## src/rtl/pattern_scheduler.sv

```systemverilog
// Pixel-count region walker: issues (c_re, c_im, col, row) jobs for one solver lane,
// interleaving rows across lanes and capping jobs in flight with a credit count.
module pattern_scheduler #(
  parameter int COORD_W         = 27,
  parameter int DIM_W           = 11,
  parameter int SOLVER_ID       = 0,
  parameter int NUM_SOLVERS     = 1,
  parameter int MAX_OUTSTANDING = 4
) (
  input  logic               clock,
  input  logic               reset,
  input  logic               start,
  input  logic               abort,
  input  logic [COORD_W-1:0] min_x,
  input  logic [COORD_W-1:0] min_y,
  input  logic [COORD_W-1:0] dx,
  input  logic [COORD_W-1:0] dy,
  input  logic [DIM_W-1:0]   cols,
  input  logic [DIM_W-1:0]   rows,
  output logic               job_valid,
  input  logic               job_ready,
  output logic [COORD_W-1:0] job_re,
  output logic [COORD_W-1:0] job_im,
  output logic [DIM_W-1:0]   job_col,
  output logic [DIM_W-1:0]   job_row,
  input  logic               res_valid,
  output logic               busy,
  output logic               done,
  output logic               err
);

  localparam int OW = $clog2(MAX_OUTSTANDING + 1);
  localparam logic [COORD_W-1:0] ID_C  = COORD_W'(SOLVER_ID);
  localparam logic [COORD_W-1:0] NS_C  = COORD_W'(NUM_SOLVERS);
  localparam logic [DIM_W:0]     ID_W  = (DIM_W+1)'(SOLVER_ID);
  localparam logic [DIM_W:0]     NS_W  = (DIM_W+1)'(NUM_SOLVERS);
  localparam logic [DIM_W-1:0]   NS_R  = DIM_W'(NUM_SOLVERS);
  localparam logic [OW-1:0]      MAX_C = OW'(MAX_OUTSTANDING);

  typedef enum logic [1:0] {S_IDLE, S_RUN, S_DRAIN, S_DONE} state_t;

  state_t             state_q, state_d;
  logic [COORD_W-1:0] minx_q, minx_d, dx_q, dx_d, dystep_q, dystep_d;
  logic [COORD_W-1:0] re_q, re_d, im_q, im_d;
  logic [DIM_W-1:0]   cols_q, cols_d, rows_q, rows_d, col_q, col_d, row_q, row_d;
  logic [OW-1:0]      out_q, out_d;
  logic               aborted_q, aborted_d, busy_q, busy_d, done_q, done_d, err_q, err_d;
  logic               accept, end_of_row, last_job, empty;

  always_comb begin
    state_d    = state_q;
    minx_d     = minx_q;
    dx_d       = dx_q;
    dystep_d   = dystep_q;
    cols_d     = cols_q;
    rows_d     = rows_q;
    col_d      = col_q;
    row_d      = row_q;
    re_d       = re_q;
    im_d       = im_q;
    out_d      = out_q;
    aborted_d  = aborted_q;
    err_d      = err_q;
    job_valid  = (state_q == S_RUN) && (out_q < MAX_C);
    accept     = job_valid && job_ready;
    end_of_row = (col_q == cols_q - DIM_W'(1));
    // Widened compare so row+NUM_SOLVERS cannot wrap past rows.
    last_job   = end_of_row && (({1'b0, row_q} + NS_W) >= {1'b0, rows_q});
    empty      = (cols == '0) || ({1'b0, rows} <= ID_W);

    unique case (state_q)
      S_IDLE, S_DONE: begin
        if (start) begin
          minx_d    = min_x;
          dx_d      = dx;
          dystep_d  = dy * NS_C;
          cols_d    = cols;
          rows_d    = rows;
          col_d     = '0;
          row_d     = DIM_W'(SOLVER_ID);
          re_d      = min_x;
          im_d      = min_y + dy * ID_C;
          aborted_d = 1'b0;
          // An empty region has nothing to issue; it drains straight to DONE.
          state_d   = empty ? S_DRAIN : S_RUN;
        end
      end
      S_RUN: begin
        if (accept) begin
          if (end_of_row) begin
            col_d = '0;
            re_d  = minx_q;
            row_d = row_q + NS_R;
            im_d  = im_q + dystep_q;
          end else begin
            col_d = col_q + DIM_W'(1);
            re_d  = re_q + dx_q;
          end
          if (last_job) state_d = S_DRAIN;
        end
        if (abort) begin
          state_d   = S_DRAIN;
          aborted_d = 1'b1;
        end
      end
      S_DRAIN: begin
        if (out_q == '0) state_d = aborted_q ? S_IDLE : S_DONE;
      end
      default: state_d = S_IDLE;
    endcase

    unique case ({accept, res_valid})
      2'b10: out_d = out_q + OW'(1);
      2'b01: begin
        if (out_q == '0) err_d = 1'b1;
        else             out_d = out_q - OW'(1);
      end
      default: ;
    endcase

    busy_d = (state_d == S_RUN) || (state_d == S_DRAIN);
    done_d = (state_d == S_DONE);
  end

  always_ff @(posedge clock or posedge reset) begin
    if (reset) begin
      state_q   <= S_IDLE;
      minx_q    <= '0;
      dx_q      <= '0;
      dystep_q  <= '0;
      cols_q    <= '0;
      rows_q    <= '0;
      col_q     <= '0;
      row_q     <= '0;
      re_q      <= '0;
      im_q      <= '0;
      out_q     <= '0;
      aborted_q <= 1'b0;
      busy_q    <= 1'b0;
      done_q    <= 1'b0;
      err_q     <= 1'b0;
    end else begin
      state_q   <= state_d;
      minx_q    <= minx_d;
      dx_q      <= dx_d;
      dystep_q  <= dystep_d;
      cols_q    <= cols_d;
      rows_q    <= rows_d;
      col_q     <= col_d;
      row_q     <= row_d;
      re_q      <= re_d;
      im_q      <= im_d;
      out_q     <= out_d;
      aborted_q <= aborted_d;
      busy_q    <= busy_d;
      done_q    <= done_d;
      err_q     <= err_d;
    end
  end

  assign job_re  = re_q;
  assign job_im  = im_q;
  assign job_col = col_q;
  assign job_row = row_q;
  assign busy    = busy_q;
  assign done    = done_q;
  assign err     = err_q;

endmodule
```

## config.mk

```make
export PLATFORM = sky130hd
export DESIGN_NAME = pattern_scheduler
export DESIGN_NICKNAME = d
export VERILOG_FILES = /design/src/rtl/pattern_scheduler.sv
export SDC_FILE = /design/constraint.sdc
export NUM_CORES = 1
export LEC_CHECK = 0
export CAP_MARGIN = 20
export CORE_ASPECT_RATIO = 1.25
export CORE_MARGIN = 2
export CORE_UTILIZATION = 35
export DETAILED_ROUTE_END_ITERATION = 10
export PLACE_DENSITY = 0.59
export SLEW_MARGIN = 10
export SYNTH_ARGS = -nofsm -noshare
export SYNTH_HDL_FRONTEND = slang
export SYNTH_SLANG_ARGS = --single-unit
```

## constraint.sdc

```tcl
create_clock -name clock -period 14.01 [get_ports clock]
set_input_delay 1.401 -clock clock [delete_from_list [all_inputs] [get_ports clock]]
set_output_delay 1.401 -clock clock [all_outputs]
set_load 0.01 [all_outputs]
```

==> results.ini <==
[run_status]
status=finished, final reports clean

[synth]
synth_top_family_by_area=compound AO/OA/AOI/OAI gates
synth_xor_area_frac=0.05019
synth_compound_area_frac=0.1687
synthFlopType=dfrtp_1
synthAdderAreaFrac=0.08140
synth_area_um2=11340
avgSynthCellArea_um2=9.762
ys_ff_latch=188
synth_simple_gate_area_frac=0.1338
yosysSeqAreaShare=0.4147
synth_cell_types=66
muxShareOfSynthArea=0.1200
synth_cells=1162
synth-edff-count=0
ys_warn_count=0
synth_nets=1370
async_flop_share=1.000

[global_route]
grtUsageMet2=0.3417
grt_pass1_wl_um=50930
gr-max-usage-layer=met2
use_met3=0.04031
met1_usage=0.2326
grt_max_degree=75
grt_pass1_vias=9683
grt-ovfl-total=0
antenna_found_initial=0
grt.total_usage=0.1921

[run]
drv_cap=0

[final_layout]
nNetsFinal=1560
instances_no_fill=1777
syn2layout_area_growth_pct=27.47
n_antenna_cell=0
num-fill-cells=3042
layout-drive-gt1-share=0.1179

[die]
dieArea_um2=33870
core_area_um2=31880
start_util=0.3559
io_pins=216
die_w_um=165.0
die_y_um=205.3
rows=73

[worst_hold_path]
min_to=err
min_from=err
holdPathStages=1
min_path_type=flip-flop to flip-flop

[timing]
fmax_mhz=244.3
final.period_utilization=0.2921
fin_ws_ns=9.917
maxSlewViolCount=0
hold_viol=0
timing.slew.headroom=0.3426
setup_viol=0
rsz0062_at_grt=no
skew_ns=0.01387
tightest_slew_ns=0.9861
min_period_ns=4.093
tns_ns=0

[drt]
firstDrtPassIters=5
routed-via-count=9484
dr.first_iter.drc_count=530
remaining_drc_errors=0
vias_per_cell=5.337
antenna_left=0
wl_per_cell_um=18.17
wl_um=32290

[power]
sequentialPowerShare=0.262
irDropWorstVdd_mv=0.1426
total_power_mw=3.873
clockPowerShare=0.123
power.switching_mw=1.719
p_int_mw=2.155
power_frac_comb=0.615
swShare=0.4437
p_leak_nw=6.314
pwr_density_cell_nw_per_um2=267.9

[worst_setup_path]
cp-start-kind=flip-flop
path_class=flip-flop to flip-flop
worstPathArrival_ns=4.37
endpoint_kind=flip-flop
critical_path_required_ns=14.29
rr_endpoint=job_im[1]
r2r_cells=10
r2r-start=cols_q[0]
r2r_slack_ns=9.92
cp_max_fo=52

[clocking]
postCtsSetupRepairBufs=0
cts_made_buffers=17
cts_resized=0
path_clk_slew_ns=0.08
cts_tree=done
clkLatencyLatePin_ns=0.45
cts.path.max_buffers=2
root_buffer=clkbuf_16
cts.sinks=188
htree_levels=4
hold_buffers=0

[place]
dp_slack_ns=9.852
dp_hpwl_um=23280
portBuffers=215
placed_cells=1745
place_congestion=0.8925

## worst max-delay path: stages (launching register included)
cell and delay [ns]:
dfrtp_1 0.42, inv_1 0.07, ha_1 0.21, or3b_4 0.41
or4_1 0.50, and3b_1 0.20, o21ai_2 0.20, a221o_1 0.66
nand2_2 0.21, nand2_2 0.77, o21ai_0 0.23
## Yosys cell counts, types with 5 or more instances
master / n / area share
or3_1: 7 / 0.0039
nand2b_1: 10 / 0.0055
xnor2_1: 42 / 0.032
o31ai_1: 5 / 0.0033
ha_1: 69 / 0.076
nor2b_1: 7 / 0.0039
buf_1: 5 / 0.0017
nor3_1: 16 / 0.0071
clkbuf_1: 40 / 0.013
mux2_2: 104 / 0.10
nor2_1: 65 / 0.022
dfrtp_1: 188 / 0.41
a211oi_1: 17 / 0.011
and3_1: 23 / 0.013
xor2_1: 23 / 0.018
nand3_1: 32 / 0.014
a31oi_1: 19 / 0.010
nor4_1: 9 / 0.0050
a21oi_1: 68 / 0.030
a21o_1: 37 / 0.024
nand2_1: 120 / 0.040
o22ai_1: 13 / 0.0072
o211ai_1: 8 / 0.0053
o21bai_1: 6 / 0.0040
inv_1: 36 / 0.012
nand4_1: 8 / 0.0044
or2_2: 5 / 0.0028
o21ai_0: 86 / 0.038
mux2i_1: 19 / 0.017
a311oi_1: 7 / 0.0054
## power by group through the flow
stage,clock (mW),sequential (mW),combinational [mW]
floorplan,0,0.990,1.72
global placement,0,1.02,2.34
detailed placement,0,1.03,2.38
CTS,0.497,1.02,2.39
global route,0.517,1.05,2.65
finish,0.478,1.01,2.38
## how the worst max path moves through the flow
stage	from	end	slack [ns]
6_report	cols_q[0]	job_im[1]	9.92
3_5_place_dp	cols_q[0]	job_im[15]	9.85
3_3_place_gp	cols_q[0]	job_row[9]	9.96
4_1_cts	cols_q[0]	job_im[1]	9.84
2_1_floorplan	reset	aborted_q	7.50
5_1_grt	cols_q[0]	job_row[9]	9.52
## per-stage QoR
stage,hold slack (ns),util,area (µm²)
global route,0.4899,0.4536,14460
CTS,0.4836,0.4536,14460
detailed placement,0.4666,0.4360,13900
floorplan,0.4706,-,11340
global placement,0.4671,0.4360,13900
finish,0.4759,0.4536,14460
## logic make-up after synthesis
family	count (synthesis)
compound gates	304
xor+xnor	65
fa+ha+maj	72
buf+inv	89
flops	188
mux	123
simple gates	321
## area by class of cell
class,count,area (µm²),share of cell area
Multi-Input combinational cell,885,6319,0.4370
Inverter,37,146.4,0.01012
Clock buffer,18,439.2,0.03037
Clock inverter,14,122.6,0.008480
Sequential cell,188,4705,0.3254
Timing Repair Buffer,223,2212,0.1530
Tap cell,412,515.5,0.03565
## state kept, by name (all words and copies together) (netlist names)
signal and flops:
aborted_q 1, busy 1, cols_q 11, done 1, dx_q 27, dystep_q 27, err 1, job_col 11
job_im 27, job_re 27, job_row 11, minx_q 27, out_q 3, rows_q 11, state_q 2
## cells in the final DEF (no fill, tap or decap), types with 19 or more instances in the layout
cell / Yosys / routed
o21ai_0: 86 / 86
xnor2_1: 42 / 42
xor2_1: 23 / 23
mux2_2: 104 / 104
nor2_1: 65 / 65
dfrtp_1: 188 / 188
mux2i_1: 19 / 19
nand3_1: 32 / 32
and3_1: 23 / 23
nand2_1: 120 / 118
a31oi_1: 19 / 19
inv_1: 36 / 35
a21o_1: 37 / 37
clkdlybuf4s50_1: 0 / 215
ha_1: 69 / 68
a21oi_1: 68 / 68
## layer usage
layer,up-vias,part of all wire
li1,4604,-
met2,222,0.50
met4,0,0.017
met3,31,0.050
met1,4627,0.43
met5,-,0
(Power assumes the default switching activity.)
